`config.mk`:
```
export PLATFORM = sky130hd
export DESIGN_NAME = bias_seq_ctrl
export DESIGN_NICKNAME = d
export VERILOG_FILES = /design/src/rtl/bias_seq_ctrl_pkg.sv /design/src/rtl/bias_seq_ctrl_sat_add_lane.sv /design/src/rtl/bias_seq_ctrl.sv
export SDC_FILE = /design/constraint.sdc
export NUM_CORES = 1
export LEC_CHECK = 0
export CAP_MARGIN = 40
export CORE_UTILIZATION = 35
export CTS_BUF_LIST = sky130_fd_sc_hd__clkbuf_8
export DETAILED_ROUTE_END_ITERATION = 16
export GPL_TIMING_DRIVEN = 0
export PLACE_DENSITY_LB_ADDON = 0.2
export SKIP_CTS_REPAIR_TIMING = 1
export SYNTH_ARGS = -nofsm -noshare
export SYNTH_HDL_FRONTEND = slang
export SYNTH_HIERARCHICAL = 1
export SYNTH_SLANG_ARGS = --single-unit
```
`constraint.sdc`:
```
create_clock -name clk_i -period 3.6 [get_ports clk_i]
set_clock_uncertainty 0.15 [all_clocks]
set_input_delay 0.72 -clock clk_i [delete_from_list [all_inputs] [get_ports clk_i]]
set_output_delay 0.72 -clock clk_i [all_outputs]
set_load 0.02 [all_outputs]
```
`src/rtl/bias_seq_ctrl_pkg.sv`:
```
`default_nettype none
// ============================================================================
// Module      : bias_seq_ctrl_pkg
// Description : Shared definitions for the bias sequencer. Holds the default
//               channel count, accumulator width, bias ROM geometry and init
//               file name, the accumulator vector type and the sequencer
//               state encoding.
// Revision    : 1.0 - initial release
// ============================================================================
package bias_seq_ctrl_pkg;

  // Output channels per accumulator vector (and bias bank entries).
  localparam int K_CHANNELS         = 4;
  // Signed accumulator / bias word width.
  localparam int ACC_WIDTH          = 16;
  // Total bias words stored in the shared ROM, all layers together.
  localparam int ROM_BIAS_DEPTH     = 10;
  // Image used by whoever instantiates the shared bias ROM.
  localparam string ROM_BIAS_INIT_FILE = "bias_rom.mem";

  // One signed lane and one full vector of K_CHANNELS lanes.
  typedef logic signed [ACC_WIDTH-1:0] acc_lane_t;
  typedef acc_lane_t [K_CHANNELS-1:0]  acc_vec_t;

  // Sequencer states.
  typedef enum logic [1:0] {
    ST_IDLE = 2'd0,
    ST_LOAD = 2'd1,
    ST_RUN  = 2'd2
  } bias_state_e;

endpackage : bias_seq_ctrl_pkg
`default_nettype wire

```
`src/rtl/bias_seq_ctrl_sat_add_lane.sv`:
```
`default_nettype none
// ============================================================================
// Module      : bias_seq_ctrl_sat_add_lane
// Description : Combinational signed saturating adder for one lane.
//               The sum is formed one bit wider than the operands; when the
//               two top bits disagree the result is clamped to the most
//               positive or most negative ACC_W-bit value.
// Ports       : a_i   - signed accumulator lane
//               b_i   - signed bias
//               sum_o - saturated a_i + b_i
// Revision    : 1.0 - initial release
// ============================================================================
module bias_seq_ctrl_sat_add_lane #(
  parameter int ACC_W = 16
) (
  input  logic signed [ACC_W-1:0] a_i,
  input  logic signed [ACC_W-1:0] b_i,
  output logic signed [ACC_W-1:0] sum_o
);

  localparam logic signed [ACC_W-1:0] C_SAT_MAX = {1'b0, {(ACC_W-1){1'b1}}};
  localparam logic signed [ACC_W-1:0] C_SAT_MIN = {1'b1, {(ACC_W-1){1'b0}}};

  logic signed [ACC_W:0] w_ext_sum;

  always_comb begin
    w_ext_sum = {a_i[ACC_W-1], a_i} + {b_i[ACC_W-1], b_i};
    // Top two bits differ only when the true sum left the ACC_W range;
    // the extra sign bit tells which way it went.
    if (w_ext_sum[ACC_W] != w_ext_sum[ACC_W-1]) begin
      sum_o = w_ext_sum[ACC_W] ? C_SAT_MIN : C_SAT_MAX;
    end else begin
      sum_o = w_ext_sum[ACC_W-1:0];
    end
  end

endmodule : bias_seq_ctrl_sat_add_lane
`default_nettype wire

```
`src/rtl/bias_seq_ctrl.sv`:
```
`default_nettype none
// ============================================================================
// Module      : bias_seq_ctrl
// Description : Per-layer bias sequencer and bias-add stage.
//               On start_i the block reads K_CH consecutive words (modulo
//               DEPTH) from the shared synchronous bias ROM into a local bias
//               bank, then streams accumulator vectors through a saturating
//               lane-wise bias add into a single-stage output register.
// Ports       : clk_i, rst_n_i       - clock, asynchronous active-low reset
//               start_i, base_addr_i - load request and first ROM word
//               rom_en_o, rom_addr_o - bias ROM read port
//               rom_data_i           - ROM data, one cycle after rom_en_o
//               acc_valid_i/_ready_o - accumulator vector handshake
//               acc_data_i           - K_CH signed accumulator lanes
//               out_valid_o/ready_i  - biased vector handshake
//               out_data_o           - K_CH signed saturated sums
//               busy_o               - bank load in progress
//               done_o               - one-cycle pulse, bank fully loaded
// Revision    : 1.0 - initial release
// ============================================================================
module bias_seq_ctrl
  import bias_seq_ctrl_pkg::*;
#(
  parameter int K_CH   = K_CHANNELS,
  parameter int ACC_W  = ACC_WIDTH,
  parameter int DEPTH  = ROM_BIAS_DEPTH,
  parameter int ADDR_W = $clog2(DEPTH)
) (
  input  logic                  clk_i,
  input  logic                  rst_n_i,
  input  logic                  start_i,
  input  logic [ADDR_W-1:0]     base_addr_i,
  output logic                  rom_en_o,
  output logic [ADDR_W-1:0]     rom_addr_o,
  input  logic [ACC_W-1:0]      rom_data_i,
  input  logic                  acc_valid_i,
  output logic                  acc_ready_o,
  input  logic [K_CH*ACC_W-1:0] acc_data_i,
  output logic                  out_valid_o,
  input  logic                  out_ready_i,
  output logic [K_CH*ACC_W-1:0] out_data_o,
  output logic                  busy_o,
  output logic                  done_o
);

  localparam int                CNT_W      = (K_CH > 1) ? $clog2(K_CH) : 1;
  localparam logic [CNT_W-1:0]  C_LAST_RD  = CNT_W'(K_CH - 1);
  localparam logic [ADDR_W-1:0] C_ADDR_MAX = ADDR_W'(DEPTH - 1);

  // --------------------------------------------------------------------------
  // Declarations
  // --------------------------------------------------------------------------
  bias_state_e             r_state;
  bias_state_e             w_state_nxt;

  logic [ADDR_W-1:0]       r_addr;       // next ROM address to read
  logic [CNT_W-1:0]        r_cnt;        // index of the read being issued
  logic                    r_cap_vld;    // ROM data for bank[r_cap_idx] is on rom_data_i
  logic [CNT_W-1:0]        r_cap_idx;
  logic                    r_done;
  logic signed [ACC_W-1:0] r_bank [K_CH];

  logic                    r_out_valid;
  logic [K_CH*ACC_W-1:0]   r_out_data;

  logic                    w_load_go;
  logic                    w_rom_en;
  logic                    w_busy;
  logic                    w_acc_ready;
  logic                    w_accept;
  logic signed [ACC_W-1:0] w_bias [K_CH];
  logic [K_CH*ACC_W-1:0]   w_sum;

  // --------------------------------------------------------------------------
  // FSM state register
  // --------------------------------------------------------------------------
  always_ff @(posedge clk_i or negedge rst_n_i) begin
    if (!rst_n_i) begin
      r_state <= ST_IDLE;
    end else begin
      r_state <= w_state_nxt;
    end
  end

  // --------------------------------------------------------------------------
  // FSM next state and control outputs
  // --------------------------------------------------------------------------
  always_comb begin
    w_state_nxt = r_state;
    w_load_go   = 1'b0;
    w_rom_en    = 1'b0;
    w_busy      = 1'b0;
    w_acc_ready = 1'b0;

    case (r_state)
      ST_IDLE: begin
        if (start_i) begin
          w_state_nxt = ST_LOAD;
          w_load_go   = 1'b1;
        end
      end

      ST_LOAD: begin
        // start_i is ignored here; the load always runs to completion.
        w_rom_en = 1'b1;
        w_busy   = 1'b1;
        if (r_cnt == C_LAST_RD) begin
          w_state_nxt = ST_RUN;
        end
      end

      ST_RUN: begin
        if (start_i) begin
          // A reload may only start once nothing is left in the output
          // register after this edge; no vector is accepted in that cycle.
          if (!r_out_valid || out_ready_i) begin
            w_state_nxt = ST_LOAD;
            w_load_go   = 1'b1;
          end
        end else begin
          w_acc_ready = !r_out_valid || out_ready_i;
        end
      end

      default: begin
        w_state_nxt = ST_IDLE;
      end
    endcase
  end

  assign w_accept = w_acc_ready & acc_valid_i;

  // --------------------------------------------------------------------------
  // ROM read sequencing and bias bank capture
  // --------------------------------------------------------------------------
  always_ff @(posedge clk_i or negedge rst_n_i) begin
    if (!rst_n_i) begin
      r_addr    <= '0;
      r_cnt     <= '0;
      r_cap_vld <= 1'b0;
      r_cap_idx <= '0;
      r_done    <= 1'b0;
      for (int k = 0; k < K_CH; k++) begin
        r_bank[k] <= '0;
      end
    end else begin
      // Data for a read appears one cycle later; remember where it goes.
      r_cap_vld <= w_rom_en;
      r_cap_idx <= r_cnt;
      r_done    <= w_rom_en && (r_cnt == C_LAST_RD);

      if (r_cap_vld) begin
        r_bank[r_cap_idx] <= rom_data_i;
      end

      if (w_load_go) begin
        r_addr <= base_addr_i;
        r_cnt  <= '0;
      end else if (w_rom_en) begin
        // The layer may straddle the end of the ROM; wrap at DEPTH, which
        // need not be a power of two.
        r_addr <= (r_addr == C_ADDR_MAX) ? '0 : r_addr + 1'b1;
        r_cnt  <= r_cnt + 1'b1;
      end
    end
  end

  // --------------------------------------------------------------------------
  // Bias add lanes
  // --------------------------------------------------------------------------
  // RUN is entered in the same cycle the last bias word is still on
  // rom_data_i, so a vector accepted then takes that lane's bias straight
  // from the ROM rather than from the not-yet-written bank entry.
  generate
    for (genvar k = 0; k < K_CH; k++) begin : g_lane
      assign w_bias[k] = (r_cap_vld && (r_cap_idx == CNT_W'(k))) ? rom_data_i
                                                                 : r_bank[k];

      bias_seq_ctrl_sat_add_lane #(
        .ACC_W (ACC_W)
      ) u_sat_add_lane (
        .a_i   (acc_data_i[k*ACC_W +: ACC_W]),
        .b_i   (w_bias[k]),
        .sum_o (w_sum[k*ACC_W +: ACC_W])
      );
    end
  endgenerate

  // --------------------------------------------------------------------------
  // Output register: holds while stalled, reloads on accept, empties on drain
  // --------------------------------------------------------------------------
  always_ff @(posedge clk_i or negedge rst_n_i) begin
    if (!rst_n_i) begin
      r_out_valid <= 1'b0;
      r_out_data  <= '0;
    end else begin
      if (w_accept) begin
        r_out_valid <= 1'b1;
        r_out_data  <= w_sum;
      end else if (out_ready_i) begin
        r_out_valid <= 1'b0;
      end
    end
  end

  // --------------------------------------------------------------------------
  // Outputs
  // --------------------------------------------------------------------------
  assign rom_en_o    = w_rom_en;
  assign rom_addr_o  = w_rom_en ? r_addr : '0;
  assign acc_ready_o = w_acc_ready;
  assign out_valid_o = r_out_valid;
  assign out_data_o  = r_out_data;
  assign busy_o      = w_busy;
  assign done_o      = r_done;

endmodule : bias_seq_ctrl
`default_nettype wire

```
**Yosys cells after proc, flatten, opt, wreduce, memory -nomap -nowiden**

Index checks and enable logic that the tools add are counted.

- Bits in read-only memories: 0
- Output and inout port bits: 73
- Memories kept: 0
- Bits in latches: 0
- Memory bits (writable): 0
- Bits in registers: 141
- Input port bits: 89
- Logic and storage cells: 85

- Div/mod/pow operators: 0
- Mux-type cells: 35
- Add/subtract/negate cells: 6
- Bitwise logic cells: 2
- Equality and inequality tests: 15
- Multipliers: 0
- Shift-type cells: 0
- Reduce and logical (&&, ||, !) cells: 13
- Magnitude comparators: 2

Operators by type and width:

| cell | number |
|---|---|
| 16-bit 2-to-1 mux | 13 |
| 16-bit by 16-bit adder with 17-bit output | 4 |
| 64-bit bitwise mux | 1 |
| 16-bit demux with 2-bit select | 1 |
| 4-bit 2-to-1 mux | 4 |
| 2-bit 2-to-1 mux | 6 |
| 2-bit == test (second input constant) | 4 |
| 1-bit 2-to-1 mux | 8 |
| 2-bit != test (second input constant) | 4 |
| 1-bit logical AND | 6 |
| 2-bit one-hot mux with 3 select lines | 1 |
| 4-bit by 1-bit adder with 4-bit output (second input constant) | 1 |
| 2-bit by 1-bit == test with 1-bit output (second input constant) | 2 |
| 4-bit == test (second input constant) | 1 |
| 2-bit logical NOT | 2 |
| 1-bit != test | 4 |
| 4-bit AND reduction | 1 |
| 2-bit nonzero test | 2 |
| 3-bit greater-or-equal comparator (second input constant) | 1 |
| 3-bit by 1-bit < comparator with 1-bit output (second input constant) | 1 |
| 2-bit NOT with 3-bit output | 1 |
| 2-bit by 1-bit adder with 2-bit output (second input constant) | 1 |
| 1-bit one-hot mux with 2 select lines | 1 |
| 1-bit bitwise AND | 1 |
| 2 further kinds | 2 |

**Logic depth before layout (Yosys ltp)**

Gate-level depths: netlist of the first run.

- Depth after elaboration: 6
- Gate-level depth with buffers: 15
- Depth with buffers taken out: 13

**Modules after synthesis**

Netlist of the first run, hierarchy kept.

Modules (own cells, without submodules):

| module | area an instance (um^2) | instances | cells each | seq. area each (um^2) |
|---|---|---|---|---|
| bias_seq_ctrl | 5,621.6 | 1 | 329 | 3,528.4 |
| bias_seq_ctrl_sat_add_lane at g_lane[0].u_sat_add_lane ... | 1,365.1 | 2 | 185 | 0.0 |
| bias_seq_ctrl_sat_add_lane at g_lane[2].u_sat_add_lane ... | 1,139.8 | 2 | 150 | 0.0 |

**Worst setup path after synthesis of the first run**

OpenSTA, ideal clock, no wires.

- Kind: register to register
- Start point: register r_cap_idx[1]
- End point: register r_out_data[12], in the netlist out_data_o[12]
- Required time: 3.325 ns
- Setup time: 0.125 ns
- Buffers on the path: 3
- Cell stages (with the launch flop): 14
- Setup slack: -0.061 ns
- Period minus slack after synthesis: 3.661 ns
- Arrival: 3.386 ns
- Cell sequence: dfrtp_1 > nor3b_2 > buf_4 > mux2_2 > ha_1 > buf_2 > a21oi_1 > o21ai_1 > o2111ai_1 > a31oi_1 > buf_2 > maj3_1 > mux2_2 > mux2_2

RTL lines:

| element | line | RTL |
|---|---|---|
| start: declaration | bias_seq_ctrl.sv:59 | `logic [CNT_W-1:0] r_cap_idx;` |
| start signal: assignment | bias_seq_ctrl.sv:149 | `r_cap_idx <= r_cnt;` |
| end signal: assignment | bias_seq_ctrl.sv:199 | `r_out_data <= w_sum;` |
| end: declaration | bias_seq_ctrl.sv:64 | `logic [K_CH*ACC_W-1:0] r_out_data;` |

==> results of run 1 <==
-- per-layer routing --
layer / share of wire (%) / wire [microns] / track usage, %
met4: 1.3 / 384 / 3.91
met2: 46 / 13600 / 28.0
met1: 49 / 14300 / 25.6
met3: 4.2 / 1230 / 3.53
met5: 0 / 0 / 0
-- cell type report --
type                            instances  area (sq um)
Antenna cell                            2          5.00
Buffer                                 40           415
Clock buffer                           19           262
Clock inverter                         11           120
Fill cell                            2699         14900
Inverter                               38           143
Multi-Input combinational cell        776          7670
Sequential cell                       141          3530
Tap cell                              390           488
Timing Repair Buffer                  222          2220
-- cell families after synthesis --
group | Yosys count
compound gates | 270
simple gates | 186
mux | 146
buf+inv | 84
xor+xnor | 51
fa+ha+maj | 121
flops | 141
-- worst max-delay path by stage --
stage | startpoint | to | slack (ns)
finish | r_cap_idx[0] | out_data_o[12] | 0.03
global route | r_cap_idx[0] | out_data_o[14] | -0.09
CTS | r_cap_idx[1] | out_data_o[4] | -0.54
detailed placement | rom_data_i[6] | out_data_o[4] | -0.78
global placement | rst_n_i | out_data_o[7] | -4.33
floorplan | r_cap_idx[1] | out_data_o[12] | 0.008
-- state kept, by name, indices dropped and copies added (netlist names) --
register     count
r_cap_idx        2
r_state          2
r_bank          64
out_data_o      64
r_addr           4
r_cap_vld        1
r_cnt            2
done_o           1
out_valid_o      1
-- per-stage QoR --
| stage | std cells | setup WS [ns] | hold slack, ns |
|---|---|---|---|
| floorplan | 999 | 0.00766 | 0.227 |
| global placement | 1550 | -4.33 | 0.242 |
| detailed placement | 1552 | -0.778 | 0.245 |
| CTS | 1582 | -0.543 | 0.120 |
| global route | 1638 | -0.0886 | 0.149 |
| finish | 1639 | 0.0301 | 0.127 |
-- worst register-to-register path: cells and delay by family (launching register included) --
family / cells / cell delay (ns)
compound gates: 2 / 0.31
fa+ha+maj: 2 / 0.58
buf+inv: 2 / 0.29
flops: 1 / 0.46
mux: 3 / 0.82
simple gates: 3 / 0.86
-- report_power, final --
group          internal (mW)  switching [mW]
Sequential              2.33           0.343
Clock                  0.640           0.662
Combinational           6.84            6.72
-- synth_stat cells (all sizes together) (4+ instances only) --
master	instances
dfrtp	141
mux2	130
a21oi	82
ha	65
nand2	64
o21ai	61
maj3	52
nor2	40
inv	37
buf	36
xnor2	31
a21o	20
xor2	20
nor3	18
a211oi	17
o211ai	17
mux2i	16
nand3	15
o21bai	13
o32a	12
clkbuf	10
nand2b	7
and2	6
and3	6
nor2b	6
o2111ai	6
o21a	6
or3	6
a211o	5
a221o	4
a31o	4
a31oi	4
fa	4
nand4	4
o211a	4
o22ai	4
-- placed cells by master, fill, tap and decap left out, drive strengths merged, types with 30 or more instances in the layout --
cell / n
a21oi: 82
buf: 91
clkbuf: 30
clkdlybuf4s50: 147
dfrtp: 141
ha: 65
inv: 37
maj3: 52
mux2: 130
nand2: 64
nor2: 40
o21ai: 61
xnor2: 31
==> reports/metrics.cfg, run 1 <==
[timing]
max-slew-margin-rel_pct = 53.1
fmax_mhz = 280
timing.final.crit_share_pct = 99.2
setup-tns-final_ns = 0
hold_violations = 0
period_minus_slack_ns = 3.57
setup_viol = 0
rsz0062_at_grt = yes
tightest_slew_ns = 0.704
drv_slew = 0

[logic_synthesis]
avgSynthCellArea_sq_um = 10.6
synth.cell_area_sq_um = 10600
synth_top_area_share_pct = 33.2
yosys_warnings = 6
synth_xor_area_share_pct = 4.55
ys_async_sr_fraction_pct = 100
synth_area_leader_cell = dfrtp_1
synthSimpleGateAreaFrac_pct = 9.29
synth_edf_count = 0
ys_seq_elements = 141
postSynthNetCount = 1157
muxShareOfSynthArea_pct = 17.2
synth_top_family_by_area = compound AO/OA/AOI/OAI gates
yosysSeqAreaShare_pct = 33.2
synth_compound_area_share_pct = 17.5
synthFlopType = dfrtp_1
syn_inst = 999
ys_top_cells_by_area = dfrtp_1, mux2_2, ha_1
synthAdderAreaFrac_pct = 13.4
synth.distinct_cells = 72

[route]
drtIter0Drc = 441
wirelength_mm = 29.6
ant_nets = 0
dr.pass1.iters = 7
num_vias = 8574
viasPerCell = 5.23
drt-wirelength-per-cell_microns = 18.0
post-route-drc-count = 0

[global_routing]
grt_pass1_wl_mm = 43.2
grt_max_degree = 73
antenna_found_initial = 5
grt-ovfl-total = 0
grt_pass1_vias = 7864
grt_usage_pct = 18.0

[finish]
drive_gt1_share_pct = 35.8
fin_util_pct = 49.8
area_growth_pct = 39.7
final_cell_area_sq_um = 14800
fin_nets = 1394

[setup_path]
reg2reg_slack_ns = 0.03
cp_num_cells = 12
endpoint_kind = flop
cpLargestDelayFamily = simple AND/OR/NAND/NOR gates
worstPathCellList = nor3b_4 -> buf_6 -> buf_6 -> mux2_4 -> ha_4 -> a21o_1 -> or3_4 -> nor3_4 -> a211oi_2 -> maj3_2 -> mux2_4 -> mux2_4
crit_path_frequent_cell = mux2_4
crit_path_top_delay_cell = dfrtp_2
cp.arrival_ns = 3.76
crit_type = reg2reg
slowest_delay_ns = 0.46
path_buf_inv = 2
reg2reg_to = out_data_o[12]
reg2reg_depth = 12
crit_required_ns = 3.79
cp_max_fo = 8
regToRegStartpoint = r_cap_idx[0]
start_kind = flop

[run_status]
status = finished, final reports clean

[worst_hold_path]
min_path_type = in2async

[clock_tree]
clock_sinks = 141
cts-buffers-inserted = 17
clkTransAtPathRegs_ns = 0.09
h-tree-depth = 4
clkLatencyLatePin_ns = 0.45
cts_max_path_buffers = 2
cts_tree = built
cts_root_buffer = clkbuf_8

[power_and_ir_drop]
irDropWorstVdd_mv = 0.455
leakagePower_nw = 6.16
total_power_mw = 17.5
power_density_nw_per_um2 = 1180

[floorplanning]
core_area_sq_um = 29800
die_width_microns = 176
io_pins = 162
die_h_microns = 176
die_area_sq_um = 31100
start_util_pct = 35.7
rows = 63

[place]
placed_area_sq_um = 12800
port_buffers = 161
gp_congestion = 0.813
dpl.hpwl_mm = 21.1

[flow_run]
cap_violations = 0

Power figures use the tool's default switching activity.
==> run 2, diff against run 1 <==
--- a/config.mk
+++ b/config.mk
@@ -9,7 +9,6 @@
 export CORE_UTILIZATION = 35
 export CTS_BUF_LIST = sky130_fd_sc_hd__clkbuf_8
 export DETAILED_ROUTE_END_ITERATION = 16
-export GPL_TIMING_DRIVEN = 0
 export PLACE_DENSITY_LB_ADDON = 0.2
 export SKIP_CTS_REPAIR_TIMING = 1
 export SYNTH_ARGS = -nofsm -noshare
==> run 2 against run 1 <==
Compared with the run above: power is 3.1% higher; combinational power is 3% higher; utilization is 1.7 points higher; worst hold slack better by 0.011 ns; largest power group unchanged; routed wire length is 2.4% higher; register-to-register slack worse by 0.02 ns; worst setup slack worse by 0.025 ns; via count is 4.0% higher; non-clock buffer count is 118 higher; flip-flop and latch count stayed put; largest cell class unchanged; die area stayed put; highest routed layer unchanged; critical endpoint is now out_data_o[25]; clock power is 9% higher.
==> reports/metrics.cfg, run 2 (synthesis gave the netlist of run 1 again) <==
[timing]
max-slew-margin-rel_pct = 52.9
setup_slack_ns = 0.00552
drv_slew = 0
hold_violations = 0
rsz0062_at_grt = yes
fmax_mhz = 278
worst_hold_slack_ns = 0.139
setup_viol = 0
tightest_slew_ns = 0.706
timing.final.crit_share_pct = 99.8
period_minus_slack_ns = 3.59

[setup_path]
reg2reg_slack_ns = 0.006
worstPathCellList = nand3b_1 -> buf_6 -> buf_12 -> mux2_4 -> ha_4 -> buf_6 -> a211oi_4 -> nor4_2 -> or3_1 -> a21oi_2 -> xor2_1 -> maj3_2 -> mux2i_1 -> mux2_4
start_kind = flop
reg2reg_depth = 14
endpoint_kind = flop
regToRegStartpoint = r_cap_idx[1]
cp_max_fo = 8
crit_start = r_cap_idx[1]
crit_type = reg2reg
cp.arrival_ns = 3.79
crit_required_ns = 3.80
reg2reg_to = out_data_o[25]
crit_path_top_delay_cell = dfrtp_2
slowest_delay_ns = 0.44
crit_end = out_data_o[25]

[clock_tree]
cts_root_buffer = clkbuf_8
h-tree-depth = 4
clkLatencyLatePin_ns = 0.46
cts_max_path_buffers = 2
cts-buffers-inserted = 17
clkTransAtPathRegs_ns = 0.08
clock_sinks = 141
cts_tree = built

[place]
placed_area_sq_um = 13900
gp_congestion = 0.831
dpl.hpwl_mm = 22.1
port_buffers = 161
dp_slack_ns = -0.509

[route]
drtIter0Drc = 406
post-route-drc-count = 0
wl_met3_mm = 1.13
dr.pass1.iters = 6
top_layer = met4
wl_met1_mm = 14.8
wirelength_mm = 30.3
ant_nets = 0
num_vias = 8920
drt-wirelength-per-cell_microns = 17.2
viasPerCell = 5.08
wl_met2_mm = 14.0

[worst_hold_path]
min_path_type = in2async

[floorplanning]
io_pins = 162
rows = 63
die_width_microns = 176
core_area_sq_um = 29800
die_h_microns = 176
die_area_sq_um = 31100
start_util_pct = 35.7

[global_routing]
grt-ovfl-total = 0
antenna_found_initial = 0
grt_pass1_wl_mm = 45.9
grt_max_degree = 71
grt_usage_pct = 18.9
grt_pass1_vias = 8774

[finish]
drive_gt1_share_pct = 39.6
fillers = 2688
fin_nets = 1513
final_cell_area_sq_um = 15400
n_antenna_cell = 0
area_growth_pct = 44.5
final_common_cell = buf_4
layout_common_cells = buf_4, clkdlybuf4s50_1, dfrtp_1

[power_and_ir_drop]
leakagePower_nw = 6.61
irDropWorstVdd_mv = 0.477
power_density_nw_per_um2 = 1180

[run_status]
status = finished, final reports clean

[flow_run]
cap_violations = 0

[run 2: cell count changes in the layout (fill, tap and decap cells not counted), sizes merged, moves of 2 or more]
cell / previous run / this run
o21a: 6 / 8
clkdlybuf4s50: 147 / 157
diode: 2 / 0
inv: 37 / 41
mux2i: 18 / 16
clkbuf: 30 / 24
clkinvlp: 6 / 0
bufinv: 2 / 4
dlymetal6s2s: 13 / 3
buf: 91 / 216
[run 2: report_power, final]
group	internal [mW]	switching, mW	total (mW)
registers	2.33	0.343	2.67
logic	7.35	6.64	14.0
clock network	0.794	0.624	1.42
[run 2: critical path: cells and delay by family (launching register included)]
| kind | cells | cell delay [ns] |
|---|---|---|
| and+or+nand+nor | 3 | 0.66 |
| muxes | 3 | 0.64 |
| AOI/OAI and AO/OA | 2 | 0.52 |
| DFF | 1 | 0.44 |
| adders and majority gates | 2 | 0.41 |
| buffers and inverters | 3 | 0.40 |
| xor gates and xnor gates | 1 | 0.25 |
[run 2: cell type report]
class	count	area, sq um	area share [%]
inverter	38	143	0.929
tap	390	488	3.18
timing repair buffer	380	3440	22.4
multi-input combinational	777	7330	47.7
sequential	141	3530	23.0
clock inverter	11	150	0.978
clock buffer	20	275	1.79
[run 2: how the worst min path moves through the flow]
stage                     cells after the start             end     start  slack, ns
after floorplan                               0    r_cap_idx[1]  r_cnt[1]       0.23
after global placement                        0    r_cap_idx[1]  r_cnt[1]       0.24
after detailed placement                      0    r_cap_idx[1]  r_cnt[1]       0.26
after CTS                                     1  out_data_o[41]   rst_n_i       0.15
after global routing                          1  out_data_o[41]   rst_n_i       0.17
final                                         1  out_data_o[41]   rst_n_i       0.14
[run 2: metrics by stage]
step | setup TNS, ns | total power [mW] | utilization (%) | std cells
floorplan | 0 | 11.0 | - | 999
global placement | -22.84 | 15.1 | 46.7 | 1701
detailed placement | -24.62 | 15.2 | 46.7 | 1701
CTS | -0.172 | 16.7 | 48.2 | 1732
global route | -0.577 | 19.5 | 51.5 | 1757
finish | 0 | 18.1 | 51.5 | 1757
[run 2: routing by layer]
layer / GRT usage (%) / up-vias
met4: 4.13 / 0
met1: 26.4 / 4312
li1: - / 4402
met5: 0 / -
met3: 3.10 / 18
met2: 30.3 / 188
==> run 3, diff against run 2 <==
--- a/config.mk
+++ b/config.mk
@@ -8,6 +8,7 @@
 export CAP_MARGIN = 40
 export CORE_UTILIZATION = 35
 export CTS_BUF_LIST = sky130_fd_sc_hd__clkbuf_8
+export CTS_CLUSTER_DIAMETER = 60
 export DETAILED_ROUTE_END_ITERATION = 16
 export PLACE_DENSITY_LB_ADDON = 0.2
 export SKIP_CTS_REPAIR_TIMING = 1
==> results of run 3 <==
Final layout, timing and power as in run 2 (identical DEF).
